===== src/rtl/mem_arbiter_pkg.sv =====
// mem_arbiter_pkg: shared state encoding, master IDs and AXI response codes for the memory arbiter.
package mem_arbiter_pkg;
   typedef enum logic [1:0] {IDLE, IFU_RD, LSU_RD, LSU_WR} arb_state_t;
   localparam logic MST_IFU = 1'b0;
   localparam logic MST_LSU = 1'b1;
   localparam logic [1:0] OKAY = 2'b00;
endpackage


===== src/rtl/mem_arbiter_arb_pick.sv =====
// arb_pick: combinational winner selection between the IFU and LSU request lines.
// req = {lsu_wr, lsu_rd, ifu_rd}; on a tie the master not served last wins, and an LSU write beats an LSU read.
module arb_pick
   import mem_arbiter_pkg::*;
(
   input  logic [2:0] req,
   input  logic       last_grant,
   output logic       winner,
   output logic       winner_wr
);
   logic lsu_req;
   assign lsu_req = req[2] | req[1];
   always_comb begin
      winner    = (lsu_req && req[0]) ? (last_grant == MST_IFU ? MST_LSU : MST_IFU) : (lsu_req ? MST_LSU : MST_IFU);
      winner_wr = req[2];
   end
endmodule


===== src/rtl/mem_arbiter.sv =====
// mem_arbiter: merges IFU reads and LSU reads/writes onto one MMU port, one transaction in flight.
// Define ARB_ROUND_ROBIN_EN for round-robin ties; otherwise the LSU has fixed priority over the IFU.
module mem_arbiter
   import mem_arbiter_pkg::*;
#(
   parameter int ADDR_W = 32,
   parameter int DATA_W = 32
) (
   input  logic                clk,
   input  logic                rst,
   input  logic [ADDR_W-1:0]   ifu_araddr,
   input  logic [2:0]          ifu_arsize,
   input  logic [7:0]          ifu_arlen,
   input  logic [1:0]          ifu_arburst,
   input  logic                ifu_arvalid,
   output logic                ifu_arready,
   output logic [DATA_W-1:0]   ifu_rdata,
   output logic [1:0]          ifu_rresp,
   output logic                ifu_rlast,
   output logic                ifu_rvalid,
   input  logic                ifu_rready,
   input  logic [ADDR_W-1:0]   lsu_araddr,
   input  logic [2:0]          lsu_arsize,
   input  logic [7:0]          lsu_arlen,
   input  logic [1:0]          lsu_arburst,
   input  logic                lsu_arvalid,
   output logic                lsu_arready,
   output logic [DATA_W-1:0]   lsu_rdata,
   output logic [1:0]          lsu_rresp,
   output logic                lsu_rlast,
   output logic                lsu_rvalid,
   input  logic                lsu_rready,
   input  logic [ADDR_W-1:0]   lsu_awaddr,
   input  logic                lsu_awvalid,
   output logic                lsu_awready,
   input  logic [DATA_W-1:0]   lsu_wdata,
   input  logic [DATA_W/8-1:0] lsu_wstrb,
   input  logic                lsu_wvalid,
   output logic                lsu_wready,
   output logic [1:0]          lsu_bresp,
   output logic                lsu_bvalid,
   input  logic                lsu_bready,
   output logic [ADDR_W-1:0]   out_araddr,
   output logic [2:0]          out_arsize,
   output logic [7:0]          out_arlen,
   output logic [1:0]          out_arburst,
   output logic                out_arvalid,
   input  logic                out_arready,
   input  logic [DATA_W-1:0]   out_rdata,
   input  logic [1:0]          out_rresp,
   input  logic                out_rlast,
   input  logic                out_rvalid,
   output logic                out_rready,
   output logic [ADDR_W-1:0]   out_awaddr,
   output logic                out_awvalid,
   input  logic                out_awready,
   output logic [DATA_W-1:0]   out_wdata,
   output logic [DATA_W/8-1:0] out_wstrb,
   output logic                out_wvalid,
   input  logic                out_wready,
   input  logic [1:0]          out_bresp,
   input  logic                out_bvalid,
   output logic                out_bready
);
   arb_state_t state, next_state;
   logic [2:0] req;
   logic last_grant, winner, winner_wr;
   logic g_ifu, g_lrd, g_wr;

   assign req = {lsu_awvalid & lsu_wvalid, lsu_arvalid, ifu_arvalid};

   arb_pick u_pick (
      .req       (req),
      .last_grant(last_grant),
      .winner    (winner),
      .winner_wr (winner_wr)
   );

`ifdef ARB_ROUND_ROBIN_EN
   always_ff @(posedge clk or posedge rst)
      if (rst) last_grant <= MST_IFU;
      else if (state == IDLE && |req) last_grant <= winner;
`else
   assign last_grant = MST_IFU;
`endif

   always_ff @(posedge clk or posedge rst)
      if (rst) state <= IDLE;
      else state <= next_state;

   // Grant decision uses requests only; the done terms are gated to zero while idle.
   always_comb begin
      next_state = state;
      if (state == IDLE && |req)
         next_state = winner == MST_IFU ? IFU_RD : winner_wr ? LSU_WR : LSU_RD;
      else if ((out_bvalid && out_bready) || (out_rvalid && out_rready && out_rlast))
         next_state = IDLE;
   end

   assign g_ifu = state == IFU_RD;
   assign g_lrd = state == LSU_RD;
   assign g_wr  = state == LSU_WR;

   assign out_araddr  = g_ifu ? ifu_araddr  : g_lrd ? lsu_araddr  : '0;
   assign out_arsize  = g_ifu ? ifu_arsize  : g_lrd ? lsu_arsize  : '0;
   assign out_arlen   = g_ifu ? ifu_arlen   : g_lrd ? lsu_arlen   : '0;
   assign out_arburst = g_ifu ? ifu_arburst : g_lrd ? lsu_arburst : '0;
   assign out_arvalid = (g_ifu & ifu_arvalid) | (g_lrd & lsu_arvalid);
   assign out_rready  = (g_ifu & ifu_rready)  | (g_lrd & lsu_rready);

   assign ifu_arready = g_ifu & out_arready;
   assign ifu_rvalid  = g_ifu & out_rvalid;
   assign ifu_rdata   = g_ifu ? out_rdata : '0;
   assign ifu_rresp   = g_ifu ? out_rresp : OKAY;
   assign ifu_rlast   = g_ifu & out_rlast;

   assign lsu_arready = g_lrd & out_arready;
   assign lsu_rvalid  = g_lrd & out_rvalid;
   assign lsu_rdata   = g_lrd ? out_rdata : '0;
   assign lsu_rresp   = g_lrd ? out_rresp : OKAY;
   assign lsu_rlast   = g_lrd & out_rlast;

   assign out_awaddr  = g_wr ? lsu_awaddr : '0;
   assign out_awvalid = g_wr & lsu_awvalid;
   assign lsu_awready = g_wr & out_awready;
   assign out_wdata   = g_wr ? lsu_wdata : '0;
   assign out_wstrb   = g_wr ? lsu_wstrb : '0;
   assign out_wvalid  = g_wr & lsu_wvalid;
   assign lsu_wready  = g_wr & out_wready;
   assign out_bready  = g_wr & lsu_bready;
   assign lsu_bvalid  = g_wr & out_bvalid;
   assign lsu_bresp   = g_wr ? out_bresp : OKAY;

`ifndef SYNTHESIS
   logic granted_q;
   always_ff @(posedge clk or posedge rst)
      if (rst) granted_q <= 1'b0;
      else begin
         granted_q <= state == IDLE && next_state != IDLE;
         if (granted_q && !out_arvalid && !(out_awvalid && out_wvalid))
            $error("mem_arbiter: granted master dropped its request valid");
      end
`endif
endmodule


===== config.mk =====
export PLATFORM = sky130hd
export DESIGN_NAME = mem_arbiter
export DESIGN_NICKNAME = d
export VERILOG_FILES = /design/src/rtl/mem_arbiter_pkg.sv /design/src/rtl/mem_arbiter_arb_pick.sv /design/src/rtl/mem_arbiter.sv
export SDC_FILE = /design/constraint.sdc
export NUM_CORES = 1
export LEC_CHECK = 0
export ABC_AREA = 1
export CORE_AREA = 2 2 157 159
export CTS_CLUSTER_DIAMETER = 100
export DETAILED_ROUTE_END_ITERATION = 12
export DIE_AREA = 0 0 159 161
export SETUP_SLACK_MARGIN = 0.02
export SLEW_MARGIN = 20
export SYNTH_ARGS = -nofsm -noshare
export SYNTH_HDL_FRONTEND = slang
export SYNTH_SLANG_ARGS = --single-unit

===== constraint.sdc =====
create_clock -name clk -period 1.8 [get_ports clk]
set_input_delay 0.18 -clock clk [delete_from_list [all_inputs] [get_ports clk]]
set_output_delay 0.18 -clock clk [all_outputs]
set_load 0.03 [all_outputs]

======== Word-level counts from Yosys, hierarchy flattened ========
Index checks and enable logic that the tools add are counted.
cells by class
  eq/ne operators ......................... 3
  muxes and demuxes ....................... 22
  bitwise gates (word level) .............. 20
  reductions and logical operators ........ 9
operators with widths
  cell                  number
  $mux W32              6
  $and A1 B1 Y1         17
  $mux W2               8
  $mux W8               2
  $mux W3               2
  $logic_and A1 B1 Y1   5
  $eq A2 B2 Y1 const B  2
  $mux W4               1
  $mux W1               3
  $or A1 B1 Y1          3
  $reduce_or A3 Y1      1
  $eq A2 B1 Y1 const B  1
  $logic_not A2 Y1      1
  $reduce_bool A2 Y1    1
  $logic_or A1 B1 Y1    1
storage, ports and cells
  flip-flop bits (word level) ............. 2
  input port bits ......................... 209
  output and inout port bits .............. 197

======== Logic depth before layout (Yosys ltp) ========
  depth after elaboration ................. 8
  depth in mapped cells ................... 8
  mapped depth without buffers ............ 7

======== Modules after synthesis ========
A second synthesis with hierarchy kept.
unflattened totals
  cells, all modules ...................... 469
  area total of the unflattened synthesis .. 2154.6 µm²
by module, submodules not included
  module       instances  cells an instance  area each (µm²)  sequential area each (µm²)
  mem_arbiter  1          464                2132.0           50.0
  arb_pick     1          5                  22.5             0.0

======== Least setup slack after synthesis ========
No wires, ideal clock.
  path kind ............................... flip-flop to output port
  start ................................... register state[0]
  end ..................................... output port out_arvalid
  arrival ................................. 1.416 ns
  slack ................................... 0.204 ns
  stages on the path, launching flop included .. 6
  path through ............................ dfrtp_1 buf_6 inv_2 nand2_1 buf_6 o21ai_0
between the ends
  word-level cells in the longest chain between the ends .. 3
RTL lines
  what                                          RTL line                                text
  start: declaration                            mem_arbiter.sv:65                       arb_state_t state, next_state;
  start signal: assignment                      mem_arbiter.sv:89                       else state <= next_state;
  $eq A2 B1 Y1 or $eq A2 B2 Y1 (tied branches)  mem_arbiter.sv:100, mem_arbiter.sv:101
  $and A1 B1 Y1                                 mem_arbiter.sv:108                      assign out_arvalid = (g_ifu & ifu_arvalid) | (g_lrd & lsu_arvalid);
  $or A1 B1 Y1 *                                mem_arbiter.sv:108
  end: declaration                              mem_arbiter.sv:47                       output logic out_arvalid,
Every way passes the cells marked *; elsewhere a longest branch is shown, timed or not.

======== Worst setup path after layout ========
  start ................................... register state[1]
  end ..................................... output port out_araddr[28]
between the ends
  word-level cells in the longest chain between the ends .. 3
RTL lines
  what              RTL line            text
  $eq A2 B2 Y1      mem_arbiter.sv:101  assign g_lrd = state == LSU_RD;
  $mux W32          mem_arbiter.sv:104  assign out_araddr = g_ifu ? ifu_araddr : g_lrd ? lsu_araddr : '0;
  $mux W32 *        mem_arbiter.sv:104
  end: declaration  mem_arbiter.sv:43   output logic [ADDR_W-1:0] out_araddr,
Marks and branches as above.

==> results.md <==
- Status: finished, final reports clean
- Avg Inst Size Synth: 4.55 um2
- Part of the power in the clock network: 0.039
- I/O Pins: roughly 410
- Syn Nets: 677
- Crit path max fanout: 28
- Gpl congestion: 0.770
- Top_reg_cell synth: dfrtp_1
- Setup crit end kind: output port
- Area Growth Syn to Fin: 192%
- P_leak: 0.00346 uW
- Post-synth top cells: nor2_1 (152), inv_1 (117), nand3_1 (95)
- Maxcap violations: 0
- Total GRT Usage: 0.100
- Router iterations before antenna repair: 4
- # rows: 57
- Crit path max-delay cell type: dfrtp_2
- Fmax: 587 MHz
- CP Data Arrival Time: 1.52 ns
- Flops & latches, synth: 2
- Area of the die: 0.0256 mm2
- Routed length per instance: around 12 um
- Via density: 3.47
- Worst-path clk slew: 0.03 ns
- 1st-iter DRT viols: 197
- Die X: 159 um
- Setup violators final: 0
- CP most frequent cell: buf_4
- Setup crit start kind: register
- Core area: 0.0240 mm2
- Worst Path Required: 1.62 ns
- Number of clock sinks: 2
- Asr flop ratio synth: 1.00
- Synthesized area: 0.00213 mm2
- Number of diodes: 0
- RSZ-0062 raised after global routing: no
- Max Clock Skew: 0.00163 ns
- Top cells by area, synth: nor2_1 (27%), nand3_1 (22%), inv_1 (21%)
- Slew headroom: 0.786
- Power Total: between 8000 and 9000 uW
- Layout cells sized above 1: 0.265
- Sequential area share after synthesis: 0.0235
- Clock root buffer: clkbuf_16
- Largest register FFs: 2
- Post-synth top area cell: nor2_1
- Worst-Skew Late Latency: 0.22 ns
- Htree depth: 1
- Largest Register: state
- Number of global-route vias before repair: 3,988
- Setup_tns: 0 ns
- Fin Hold WS: 0.140 ns
- GRT overflow: 0
- Most common cell in the netlist: nor2_1
- DRC: 0
- Psw: between 5000 and 6000 uW
- Cells after synthesis: 468
- Maximum vdd drop: 670 uV
- Critical path class: register to output port
- Worst Tran Pin Value: 0.321 ns
- Post-synth EDFFs: 0
- Routed WL: 13,900 um
- Antenna viol nets, final: 0
- Largest regs: state (2)
- CTS tree: yes
- Slowest cell delay on critical path: 0.51 ns
- # hold bufs at CTS: 0
- Placed inst area: ~0.0061 mm2
- Area share of the largest cell type after synthesis: 0.268
- # port buffers: 405
- R2R Setup Slk: between 0.4 and 0.5 ns
- # nets final: 1,070
- Synth Warn #: 0
- Global-route wire length before repair: approximately 21,000 um
- Count of final hold-check violations: 0
- Vias: 4,102
- Internal Pwr Total: 3390 uW
- Antenna violations before repair: 1
- Hold Crit Class: primary input to async pin
- Final Max Slew Viols: 0
- Reg power frac: 0.017
- Logic pwr share: 0.944
- Final instance area: 0.00621 mm2
- Period minus WS final: 1.70 ns
- Switching Fraction: 0.605
- Die H: 161 um
- Dpl hpwl: 11,700 um
- Power Dens Cells: approximately 1400 mW/mm2
- Clock Path Buffers: 2
- Tcrit/Tclk final: 0.947
- Largest net degree at the start of global routing: 47
- TritonCTS buffer count: 3
- Initial Util: 0.0888
- Distinct cells, synth: 14
- Critical path, cell by cell: buf_4 > nand3_1 > nand2_1 > buf_4
-- critical path, delay by kind of cell (launching register included) --
kind / cells / cell delay (ns)
buffers and inverters: 2 / 0.52
flip-flops: 1 / 0.51
AND/OR/NAND/NOR: 2 / 0.25
-- routing by layer --
metal	vias to the layer above	global-route usage	wire, um
met5	-	0	8
met4	2	0.0174	144
met3	12	0.0316	1330
met2	222	0.190	7080
met1	1731	0.110	5360
li1	2135	-	-
-- through the flow --
stage | worst slack, ns | utilization | cells
after floorplan | 0.204 | - | 468
after global placement | 0.330 | 0.255 | 1178
after detailed placement | 0.307 | 0.255 | 1178
after CTS | 0.0747 | 0.258 | 1181
after global routing | 0.0151 | 0.259 | 1183
final | 0.0952 | 0.259 | 1183
-- layout by cell type, fill, tap and decap left out, drive strengths merged --
| cell | count |
|---|---|
| dfrtp | 2 |
| buf | 217 |
| nor2 | 152 |
| clkbuf | 3 |
| inv | 119 |
| nand3 | 96 |
| nand4 | 1 |
| o21ai | 1 |
| clkdlybuf4s50 | 208 |
| nand2 | 60 |
-- path summary, 6_finish.rpt --
check	from	end	cells after the start
setup / recovery	state[1]	out_araddr[28]	4
min in group clk	state[0]	state[0]	2
hold / removal	rst	state[1]	2
setup reg to reg	state[0]	state[0]	7
hold reg to reg	state[0]	state[0]	2
max in group asynchronous	rst	state[0]	2
-- final cells by class --
type	count	area [um2]
fillers	2677	17800
repair buffers	425	3920
multi-input cells	310	1310
inverters	119	447
well taps	324	405
clock buffers	3	75.1
flip-flops and latches	2	52.6
-- power by group through the flow --
stage          clock network, uW  registers, uW  logic, uW
2_1_floorplan                  0           75.3       5050
3_3_place_gp                   0            143       8150
3_5_place_dp                   0            146       8130
4_1_cts                      339            147       8150
5_1_grt                      345            153       8630
6_report                     333            146       8110
-- cell families after synthesis --
logic type	count (synthesis)	synth area share
buffers and inverters	156	0.366
AND/OR/NAND/NOR	309	0.608
flip-flops	2	0.0235
AO/OA/AOI/OAI	1	0.00235
-- timing repair --
action,in CTS,in global routing
endpoints found under the hold margin,0,0
endpoints found under the setup margin,0,24
resized for setup,0,1
setup buffers,0,2
No activity file was read; power rests on OpenSTA's default activity.
